**src/rtl/jtag_shift_engine_if.sv**
```systemverilog
// jtag_shift_engine_if: command, TDI/TMS word and TDO word handshakes
// between a JTAG engine (slave) and the logic that drives it (master).
interface jtag_shift_engine_if #(
  parameter int DW    = 32,
  parameter int LEN_W = 16
);
  logic             cmd_valid;
  logic             cmd_ready;
  logic [2:0]       cmd_op;
  logic [LEN_W-1:0] cmd_len;
  logic             wr_valid;
  logic             wr_ready;
  logic [DW-1:0]    wr_data;
  logic             rd_valid;
  logic             rd_ready;
  logic [DW-1:0]    rd_data;

  modport master (
    output cmd_valid, cmd_op, cmd_len, wr_valid, wr_data, rd_ready,
    input  cmd_ready, wr_ready, rd_valid, rd_data
  );

  modport slave (
    input  cmd_valid, cmd_op, cmd_len, wr_valid, wr_data, rd_ready,
    output cmd_ready, wr_ready, rd_valid, rd_data
  );
endinterface

```
**src/rtl/jtag_shift_engine.sv**
```systemverilog
// jtag_shift_engine: clocked JTAG master. Runs TAP reset, TMS sequences and
// scans (optionally leaving Shift-xR on the last bit), streaming TDI/TMS bits
// in DW-bit words and returning captured TDO in DW-bit words. TCK is clk
// divided by 2*CLK_DIV; TCK is held low whenever a word stream stalls.
// DW must be at least 2.
// Optional feature macro: JTAG_SHIFT_ENGINE_IDLE_CMD_EN enables op 4
// (IDLE_CLOCKS); without it op 4 is reported as illegal.
module jtag_shift_engine #(
  parameter int DW      = 32,
  parameter int LEN_W   = 16,
  parameter int CLK_DIV = 4
) (
  input  logic              clk,
  input  logic              rst,
  jtag_shift_engine_if.slave bus,
  output logic              busy,
  output logic              err,
  output logic              tck,
  output logic              tms,
  output logic              tdi,
  input  logic              tdo
);
  localparam int DIV_W = (CLK_DIV > 1) ? $clog2(CLK_DIV) : 1;
  localparam int WP_W  = $clog2(DW);

  localparam logic [2:0] OP_RESET     = 3'd0;
  localparam logic [2:0] OP_TMS_SEQ   = 3'd1;
  localparam logic [2:0] OP_SCAN      = 3'd2;
  localparam logic [2:0] OP_SCAN_FLIP = 3'd3;

  typedef enum logic [2:0] {IDLE, LOW, HIGH, WAIT_WR, WAIT_RD, DONE} state_t;

  state_t           state, state_n;
  logic [2:0]       op_q;
  logic [LEN_W-1:0] len_q;
  logic [LEN_W-1:0] bit_idx;
  logic [WP_W-1:0]  word_pos;
  logic [DIV_W-1:0] div_cnt;
  logic [DW-1:0]    wr_sr;
  logic [DW-1:0]    rd_sr;
  logic             rd_valid_q;
  logic [DW-1:0]    rd_data_q;

  logic             load_word, start_bit, div_end, last_bit, word_end;
  logic [2:0]       start_op;
  logic [LEN_W-1:0] start_len, start_idx;
  logic             start_val, tms_n, tdi_n;

  function automatic logic op_legal(input logic [2:0] op);
`ifdef JTAG_SHIFT_ENGINE_IDLE_CMD_EN
    return op <= 3'd4;
`else
    return op <= 3'd3;
`endif
  endfunction

  function automatic logic uses_wr(input logic [2:0] op);
    return (op == OP_TMS_SEQ) || (op == OP_SCAN) || (op == OP_SCAN_FLIP);
  endfunction

  function automatic logic uses_rd(input logic [2:0] op);
    return (op == OP_SCAN) || (op == OP_SCAN_FLIP);
  endfunction

  function automatic logic [LEN_W-1:0] eff_len(input logic [2:0] op, input logic [LEN_W-1:0] len);
    return (op == OP_RESET) ? LEN_W'(6) : len;
  endfunction

  assign bus.cmd_ready = (state == IDLE);
  assign bus.wr_ready  = load_word;
  assign bus.rd_valid  = rd_valid_q;
  assign bus.rd_data   = rd_data_q;

  // State register.
  always_ff @(posedge clk) begin
    if (rst) state <= IDLE;
    else     state <= state_n;
  end

  // Next-state logic: a bit starts only when its input word is present and
  // no captured word is waiting to be taken.
  always_comb begin
    state_n   = state;
    load_word = 1'b0;
    start_bit = 1'b0;
    div_end   = (div_cnt == DIV_W'(CLK_DIV - 1));
    last_bit  = (bit_idx == len_q - LEN_W'(1));
    word_end  = (word_pos == WP_W'(DW - 1));
    case (state)
      IDLE: begin
        if (bus.cmd_valid) begin
          if (!op_legal(bus.cmd_op)) begin
            state_n = DONE;
          end else if (bus.cmd_op == OP_RESET) begin
            state_n   = LOW;
            start_bit = 1'b1;
          end else if (bus.cmd_len == '0) begin
            state_n = DONE;
          end else if (uses_wr(bus.cmd_op)) begin
            state_n = WAIT_WR;
          end else begin
            state_n   = LOW;
            start_bit = 1'b1;
          end
        end
      end
      WAIT_WR: begin
        if (bus.wr_valid && !rd_valid_q) begin
          load_word = 1'b1;
          start_bit = 1'b1;
          state_n   = LOW;
        end
      end
      LOW: begin
        if (div_end) state_n = HIGH;
      end
      HIGH: begin
        if (div_end) begin
          if (last_bit) begin
            state_n = DONE;
          end else if (uses_rd(op_q) && word_end) begin
            state_n = WAIT_RD;
          end else if (uses_wr(op_q) && word_end) begin
            state_n = WAIT_WR;
          end else begin
            state_n   = LOW;
            start_bit = 1'b1;
          end
        end
      end
      WAIT_RD: begin
        if (!rd_valid_q || bus.rd_ready) state_n = WAIT_WR;
      end
      DONE: begin
        state_n = IDLE;
      end
      default: begin
        state_n = IDLE;
      end
    endcase
  end

  // TMS/TDI values for the bit about to start, from the op and bit index.
  always_comb begin
    start_op  = (state == IDLE) ? bus.cmd_op : op_q;
    start_len = (state == IDLE) ? eff_len(bus.cmd_op, bus.cmd_len) : len_q;
    start_idx = (state == IDLE) ? '0 : ((state == HIGH) ? bit_idx + LEN_W'(1) : bit_idx);
    start_val = load_word ? bus.wr_data[0] : wr_sr[0];
    tms_n     = 1'b0;
    tdi_n     = 1'b0;
    case (start_op)
      OP_RESET:     tms_n = (start_idx < LEN_W'(5));
      OP_TMS_SEQ:   tms_n = start_val;
      OP_SCAN:      tdi_n = start_val;
      OP_SCAN_FLIP: begin
        tdi_n = start_val;
        tms_n = (start_idx == start_len - LEN_W'(1));
      end
      default: begin
        tms_n = 1'b0;
        tdi_n = 1'b0;
      end
    endcase
  end

  // Datapath: TCK divider, word shifters, TDO capture and word return.
  always_ff @(posedge clk) begin
    if (rst) begin
      op_q       <= '0;
      len_q      <= '0;
      bit_idx    <= '0;
      word_pos   <= '0;
      div_cnt    <= '0;
      wr_sr      <= '0;
      rd_sr      <= '0;
      rd_valid_q <= 1'b0;
      rd_data_q  <= '0;
      busy       <= 1'b0;
      err        <= 1'b0;
      tck        <= 1'b0;
      tms        <= 1'b0;
      tdi        <= 1'b0;
    end else begin
      err <= 1'b0;
      if (rd_valid_q && bus.rd_ready) rd_valid_q <= 1'b0;
      if (state == IDLE && bus.cmd_valid) begin
        op_q     <= bus.cmd_op;
        len_q    <= eff_len(bus.cmd_op, bus.cmd_len);
        bit_idx  <= '0;
        word_pos <= '0;
        rd_sr    <= '0;
        busy     <= 1'b1;
        if (!op_legal(bus.cmd_op)) err <= 1'b1;
      end
      if (load_word)      wr_sr <= bus.wr_data >> 1;
      else if (start_bit) wr_sr <= wr_sr >> 1;
      if (start_bit) begin
        tms     <= tms_n;
        tdi     <= tdi_n;
        div_cnt <= '0;
      end
      if (state == LOW) begin
        if (div_end) begin
          tck     <= 1'b1;
          div_cnt <= '0;
          if (uses_rd(op_q)) rd_sr[word_pos] <= tdo;
        end else begin
          div_cnt <= div_cnt + DIV_W'(1);
        end
      end
      if (state == HIGH) begin
        if (div_end) begin
          tck      <= 1'b0;
          div_cnt  <= '0;
          bit_idx  <= bit_idx + LEN_W'(1);
          word_pos <= word_end ? '0 : word_pos + WP_W'(1);
          if (uses_rd(op_q) && (word_end || last_bit)) begin
            rd_valid_q <= 1'b1;
            rd_data_q  <= rd_sr;
            rd_sr      <= '0;
          end
          if (last_bit) begin
            tms <= 1'b0;
            tdi <= 1'b0;
          end
        end else begin
          div_cnt <= div_cnt + DIV_W'(1);
        end
      end
      if (state == DONE) begin
        busy <= 1'b0;
        tms  <= 1'b0;
        tdi  <= 1'b0;
      end
    end
  end
endmodule

```
**src/flat_wrapper.sv**
```systemverilog
// flat-port wrapper written by rule: the top's interface ports become plain ports
module jtag_shift_engine_flat 
#(
  parameter int DW      = 32,
  parameter int LEN_W   = 16,
  parameter int CLK_DIV = 4
)
  (clk, rst, busy, err, tck, tms, tdi, tdo, bus_cmd_valid, bus_cmd_op, bus_cmd_len, bus_wr_valid, bus_wr_data, bus_rd_ready, bus_cmd_ready, bus_wr_ready, bus_rd_valid, bus_rd_data);
  jtag_shift_engine_if #(.DW(DW), .LEN_W(LEN_W)) bus_i ();
  input  logic clk;
  input  logic rst;
  output logic busy;
  output logic err;
  output logic tck;
  output logic tms;
  output logic tdi;
  input  logic tdo;
  input wire logic [$bits(bus_i.cmd_valid)-1:0] bus_cmd_valid;
  input wire logic [$bits(bus_i.cmd_op)-1:0] bus_cmd_op;
  input wire logic [$bits(bus_i.cmd_len)-1:0] bus_cmd_len;
  input wire logic [$bits(bus_i.wr_valid)-1:0] bus_wr_valid;
  input wire logic [$bits(bus_i.wr_data)-1:0] bus_wr_data;
  input wire logic [$bits(bus_i.rd_ready)-1:0] bus_rd_ready;
  output wire logic [$bits(bus_i.cmd_ready)-1:0] bus_cmd_ready;
  output wire logic [$bits(bus_i.wr_ready)-1:0] bus_wr_ready;
  output wire logic [$bits(bus_i.rd_valid)-1:0] bus_rd_valid;
  output wire logic [$bits(bus_i.rd_data)-1:0] bus_rd_data;
  assign bus_i.cmd_valid = bus_cmd_valid;
  assign bus_i.cmd_op = bus_cmd_op;
  assign bus_i.cmd_len = bus_cmd_len;
  assign bus_i.wr_valid = bus_wr_valid;
  assign bus_i.wr_data = bus_wr_data;
  assign bus_i.rd_ready = bus_rd_ready;
  assign bus_cmd_ready = bus_i.cmd_ready;
  assign bus_wr_ready = bus_i.wr_ready;
  assign bus_rd_valid = bus_i.rd_valid;
  assign bus_rd_data = bus_i.rd_data;
  jtag_shift_engine #(.DW(DW), .LEN_W(LEN_W), .CLK_DIV(CLK_DIV)) u_core (.clk(clk), .rst(rst), .bus(bus_i), .busy(busy), .err(err), .tck(tck), .tms(tms), .tdi(tdi), .tdo(tdo));
endmodule
```
**config.mk**
```make
export PLATFORM = sky130hd
export DESIGN_NAME = jtag_shift_engine_flat
export DESIGN_NICKNAME = d
export VERILOG_FILES = /design/src/rtl/jtag_shift_engine_if.sv /design/src/rtl/jtag_shift_engine.sv /design/src/flat_wrapper.sv
export SDC_FILE = /design/constraint.sdc
export NUM_CORES = 1
export LEC_CHECK = 0
export ABC_AREA = 1
export BUFFER_PORTS_ARGS = -buffer_cell sky130_fd_sc_hd__buf_4
export CORE_ASPECT_RATIO = 0.8
export CORE_MARGIN = 1.5
export CORE_UTILIZATION = 41
export DETAILED_ROUTE_END_ITERATION = 16
export GPL_ROUTABILITY_DRIVEN = 0
export SLEW_MARGIN = 20
export SYNTH_ARGS = -nofsm -noshare
export SYNTH_HDL_FRONTEND = slang
export SYNTH_SLANG_ARGS = --single-unit
```
**constraint.sdc**
```tcl
create_clock -name clk -period 3.5 [get_ports clk]
set_clock_uncertainty 0.15 [all_clocks]
set_input_delay 0.525 -clock clk [delete_from_list [all_inputs] [get_ports clk]]
set_output_delay 0.525 -clock clk [all_outputs]
set_load 0.02 [all_outputs]
```
-- After elaboration in Yosys (flattened, before gate mapping)
Cells that the tools add are included.
- flip-flop bits (word level): 146
- input port bits: 57
- output and inout port bits: 40
- logic and storage cells: 148
- add/sub/neg operators: 5
- order comparisons: 4
- equal/unequal tests: 23
- multiplexer cells: 74
- bitwise logic cells: 1
- reduce and logical (&&, ||, !) cells: 26
- operators by type and width (operator ; count):
    $mux W32 ; 8
    $mux W16 ; 7
    $mux W31 ; 2
    $mux W3 ; 11
    $bwmux W32 ; 1
    $eq A16 B16 Y1 ; 2
    $sub A16 B1 Y16 const B ; 2
    $mux W1 ; 31
    $eq A3 B2 Y1 const B ; 8
    $mux W5 ; 4
    $add A16 B1 Y16 const B ; 1
    $logic_not A16 Y1 ; 1
    $lt A16 B3 Y1 const B ; 1
    $pmux W3 S5 ; 1
    $eq A3 B1 Y1 const B ; 4
    $mux W2 ; 6
    $logic_not A3 Y1 ; 3
    $ne A2 B1 Y1 const B ; 4
    $logic_and A1 B1 Y1 ; 7
    $logic_or A1 B1 Y1 ; 7
    $eq A3 B3 Y1 const B ; 2
    $lt A5 B6 Y1 const B ; 1
    $pmux W1 S3 ; 2
    $reduce_or A2 Y1 ; 3
    14 further kinds ; 14

-- Depth between registers and ports, before layout
- depth in word-level cells: 13
- depth in mapped cells: 20

-- Worst setup path before layout
OpenSTA, ideal clock, no wires.
- path kind: input to register
- start point: input bus_cmd_op[0]
- end point: register u_core.tms
- library setup time: 70 ps
- data arrival time: 2193 ps
- required time: 3280 ps
- slack: 1087 ps
- stages: 18
- cell sequence: nor2_1 -> nand2_1 -> nand2_1 -> nand2_1 -> nand2_1 -> ha_1 -> inv_1 -> nor2_1 -> nand2_1 -> nor2_2 -> nand3_1 -> nand3_1 -> nand2_1 -> nor2_1 -> nand2_1 -> nor2_1 -> nand2_1 -> a21oi_1
- longest elaborated chain between the ends: 13
- elaborated cells between the ends (all ways): 26
- classes of those cells: add/sub (1); order compare (1); eq/ne (6); mux (14); reduce/logical (4)
- ends and longest elaborated chain (item ; line ; RTL):
    start: declaration ; flat_wrapper.sv:19 ; input wire logic [$bits(bus_i.cmd_op)-1:0] bus_cmd_op;
    parallel branches: the longest is 9 deep, another holds $sub A16 B1 Y16 ; -- ;
    $mux W1 (*) ; jtag_shift_engine.sv:197 ; if (start_bit) begin
    $mux W1 ; jtag_shift_engine.sv:222 ; if (last_bit) begin
    $mux W1 ; jtag_shift_engine.sv:212 ; if (div_end) begin
    $mux W1 (*) ; jtag_shift_engine.sv:211 ; if (state == HIGH) begin
    end signal: assignment ; jtag_shift_engine.sv:198 ; tms <= tms_n;
    end: declaration ; jtag_shift_engine.sv:19 ; output logic tms,
Mark *: on every way between the ends.
A chain may end at the register's enable or synchronous reset.

-- Worst setup path in the final report
- start point: register u_core.len_q[0]
- end point: register u_core.tms
- longest elaborated chain between the ends: 9
- elaborated cells between the ends (all ways): 13
- classes of those cells: add/sub (2); eq/ne (2); mux (9)
- ends and longest elaborated chain (item ; line ; RTL):
    start: declaration ; jtag_shift_engine.sv:35 ; logic [LEN_W-1:0] len_q;
    start signal: assignment ; jtag_shift_engine.sv:188 ; len_q <= eff_len(bus.cmd_op, bus.cmd_len);
    $sub A16 B1 Y16 ; jtag_shift_engine.sv:87 ; last_bit = (bit_idx == len_q - LEN_W'(1));
    $eq A16 B16 Y1 ; jtag_shift_engine.sv:87 ;
    $mux W1 ; jtag_shift_engine.sv:119 ; if (last_bit) begin
    $mux W1 ; jtag_shift_engine.sv:118 ; if (div_end) begin
    $pmux W1 S3 ; jtag_shift_engine.sv:89 ; case (state)
    $mux W1 ; jtag_shift_engine.sv:197 ;
    $mux W1 ; jtag_shift_engine.sv:222 ;
    $mux W1 ; jtag_shift_engine.sv:212 ;
    $mux W1 (*) ; jtag_shift_engine.sv:211 ;
Every way passes the cells marked *; elsewhere a longest branch is shown, timed or not.

==> flow_metrics.py <==
metrics = {
    "power_and_ir_drop": {
        "p_int_mw": 3.604,
        "p_sw_mw": 2.833,
        "powerDensity_nw_per_um2": 628.2,
        "finalPower_mw": 6.437,
        "p_clk_share_pct": 28.1,
        "seqPwrFrac_pct": 28.7,
        "combPwrFrac_pct": 43.2,
        "vdd_drop_max_uv": 305.7,
        "sw_frac_of_total_pct": 44.01,
        "p_leak_nw": 4.355,
    },
    "yosys": {
        "synth-edff-count": 0,
        "synthDistinctLibCells": 38,
        "synth-simple-area-share_pct": 39.03,
        "synthXorXnorAreaFrac_pct": 2.880,
        "netlist_instances": 1392,
        "yosysWarnings": 0,
        "synthAdderAreaFrac_pct": 1.277,
        "synthArstFlopShare_pct": 0,
        "synth_top_family_by_area": "simple AND/OR/NAND/NOR gates",
        "yosysSeqAreaShare_pct": 33.14,
        "syn_area_per_cell_sq_um": 6.336,
        "synth_compound_area_share_pct": 15.25,
        "syn_nets": 1458,
        "synth-seq-cells": 146,
        "synth_mux_area_share_pct": 0,
        "synthFlopType": "dfxtp_1",
        "syn_area_sq_um": 8820,
    },
    "detailed_routing": {
        "wl_um": 25080,
        "dr.pass1.iters": 6,
        "drt-initial-drc-count": 745,
        "antenna_left": 0,
        "avgRoutedWirePerCell_um": 14.40,
        "drc": 0,
        "num_vias": 8863,
        "vias_per_cell": 5.088,
    },
    "global_route": {
        "grtUsageTotal_pct": 23.10,
        "grt-ovfl-total": 0,
        "antenna_found_initial": 0,
        "grt_max_degree": 78,
        "grt_pass1_wl_um": 41630,
        "grt_pass1_vias": 8136,
    },
    "critical_path": {
        "r2r_slack_ps": 320,
        "worstRegToRegCells": 16,
        "crit_fanout": 34,
        "path_buf_inv": 3,
        "critPathCaptureType": "register",
        "worst-path-stages": 16,
        "r2r-end": "u_core.tms",
        "crit_slowest_cell": "clkinv_2",
        "crit_chain": "inv_1 -> ha_1 -> nand3_2 -> nor2_2 -> xor2_1 -> nand2_1 -> nand2_1 -> inv_1 -> nand4_1 -> nor2_1 -> nand2_2 -> nand2_1 -> nand2_2 -> clkinv_2 -> nor2_1 -> a21oi_1",
        "startpoint": "u_core.len_q[0]",
        "max_stage_delay_ps": 480,
        "crit_family": "simple AND/OR/NAND/NOR gates",
        "arrival_ps": 3340,
        "reg2reg_from": "u_core.len_q[0]",
        "cp-endpoint": "u_core.tms",
        "path_class": "reg2reg",
        "cp.required_ps": 3660,
        "startpoint_type": "register",
        "crit_path_frequent_cell": "nand2_1",
    },
    "clocking": {
        "clk_latency_ps": 430,
        "cts_hold_buf": 0,
        "clk_pin_slew_ps": 70,
        "clockBufferDepth": 2,
        "ctsResizeCount": 0,
        "numCtsBuffers": 17,
        "htreeDepth": 4,
        "post_cts_buffers": 0,
        "cts-root-buf": "clkbuf_16",
        "cts_tree": "yes",
        "clock-sinks": 146,
    },
    "run_status": {
        "status": "completed",
    },
    "timing": {
        "hold_violations": 0,
        "max_freq_mhz": 314.9,
        "relSlewSlack_pct": 41.94,
        "rsz0062_at_grt": "false",
        "tightest_slew_ps": 870.9,
        "slew_viol_final": 0,
        "setup_tns_ps": 0,
        "setup_viol": 0,
        "min_period_ps": 3176,
        "period_share_pct": 90.74,
    },
    "floorplanning": {
        "start_util_pct": 42.25,
        "die-width_um": 167.0,
        "std_cell_rows": 47,
        "core_area_sq_um": 20880,
        "io_pins": 97,
        "die_area_sq_um": 22410,
        "die_h_um": 134.2,
    },
    "cells_and_area": {
        "nets": 1526,
        "area_delta_synth_final_pct": 16.17,
        "diodes": 0,
        "fin_util_pct": 49.08,
        "drive_gt1_share_pct": 15.21,
    },
    "placed_design": {
        "dp.final_hpwl_um": 17830,
        "port_buffers": 96,
    },
    "job": {
        "cap_violations": 0,
    },
    "min_path": {
        "holdCritPathClass": "in2reg",
    },
}
## kinds of logic (layout without fill, tap and decap cells)
kind of cell,after synthesis,after routing
XOR/XNOR,29,29
adder cells (fa/ha/maj),9,9
buffers and inverters,171,252
flip-flops,146,146
AND/OR/NAND/NOR,824,824
AO/OA/AOI/OAI,213,213
## flip-flops by register name, indices dropped and copies added (netlist names), 2 cells and up
name,count
u_core.rd_sr,32
u_core.bus.rd_data,32
u_core.len_q,16
u_core.wr_sr,31
u_core.div_cnt,2
u_core.state,3
u_core.op_q,3
u_core.bit_idx,16
u_core.word_pos,5
## Yosys cell counts (all sizes together), types with 5 or more instances
master,n,area [sq um]
nor3,11,55.05
xor2,23,201.4
nor2,166,690.7
nand2,507,1931
nand3b,5,37.54
o21ai,42,221.5
buf,30,212.7
nand4,15,93.84
a211oi,40,450.4
xnor2,6,52.55
nand3,116,608.1
a21oi,122,610.6
dfxtp,146,2923
inv,103,386.6
ha,9,112.6
clkbuf,36,135.1
## power by group through the flow
stage               registers, mW  logic [mW]  clock network (mW)
detailed placement           1.88        2.73                   0
finish                       1.85        2.78                1.81
global placement             1.88        2.73                   0
floorplan                    1.86        2.12                   0
CTS                          1.85        2.74                1.85
global route                 1.86        3.12                1.92
## final cells by class
class | instances | area (sq um)
Fill cell | 2155 | 10630
Clock inverter | 14 | 145.1
Tap cell | 269 | 336.6
Multi-Input combinational cell | 1075 | 5154
Sequential cell | 146 | 2923
Clock buffer | 18 | 429.2
Inverter | 105 | 395.4
Timing Repair Buffer | 115 | 863.3
## worst reg2reg max path: cells and delay by family, from the launching register on
family / cells / cell delay, ps
AOI/OAI and AO/OA: 1 / 90
xor gates and xnor gates: 1 / 200
adders and majority gates: 1 / 230
buffers and inverters: 3 / 680
DFF: 1 / 330
and+or+nand+nor: 10 / 1370
## worst min-delay path by stage
stage | from | to | slack, ps | cells past startpoint
2_1_floorplan | u_core.div_cnt[0] | u_core.div_cnt[0] | 280 | 1
3_3_place_gp | u_core.wr_sr[26] | u_core.wr_sr[26] | 300 | 2
3_5_place_dp | u_core.wr_sr[28] | u_core.wr_sr[28] | 300 | 2
4_1_cts | bus_wr_data[31] | u_core.wr_sr[30] | 200 | 3
5_1_grt | bus_wr_data[31] | u_core.wr_sr[30] | 220 | 3
6_report | bus_wr_data[31] | u_core.wr_sr[30] | 220 | 3
## placed cells by master (no fill, tap or decap), types with 17 or more instances in the layout
cell | Yosys | final
a211oi_2 | 30 | 30
a21oi_1 | 122 | 122
buf_4 | 3 | 115
clkbuf_16 | 0 | 17
dfxtp_1 | 146 | 146
inv_1 | 94 | 94
nand2_1 | 496 | 496
nand3_1 | 112 | 112
nor2_1 | 147 | 147
o21ai_0 | 27 | 27
xor2_1 | 23 | 23
## stage by stage
stage / cell area (sq um) / std cells / worst slack, ps / hold WS, ps
2_1_floorplan: 8820 / 1392 / 1087 / 282.7
3_3_place_gp: 9672 / 1710 / 474.7 / 297.4
3_5_place_dp: 9672 / 1710 / 351.2 / 302.0
4_1_cts: 10250 / 1742 / 326.1 / 204.2
5_1_grt: 10250 / 1742 / 26.88 / 224.2
6_report: 10250 / 1742 / 324.0 / 218.7
## per-layer routing
layer	wire length (um)	vias up	GRT usage, %	share of wire (%)
met1	13000	3945	34.88	52
li1	-	4629	-	-
met4	248	0	6.263	0.99
met3	1784	23	4.898	7.1
met5	0	-	0	0
met2	10050	266	32.68	40
(Power assumes the default switching activity.)
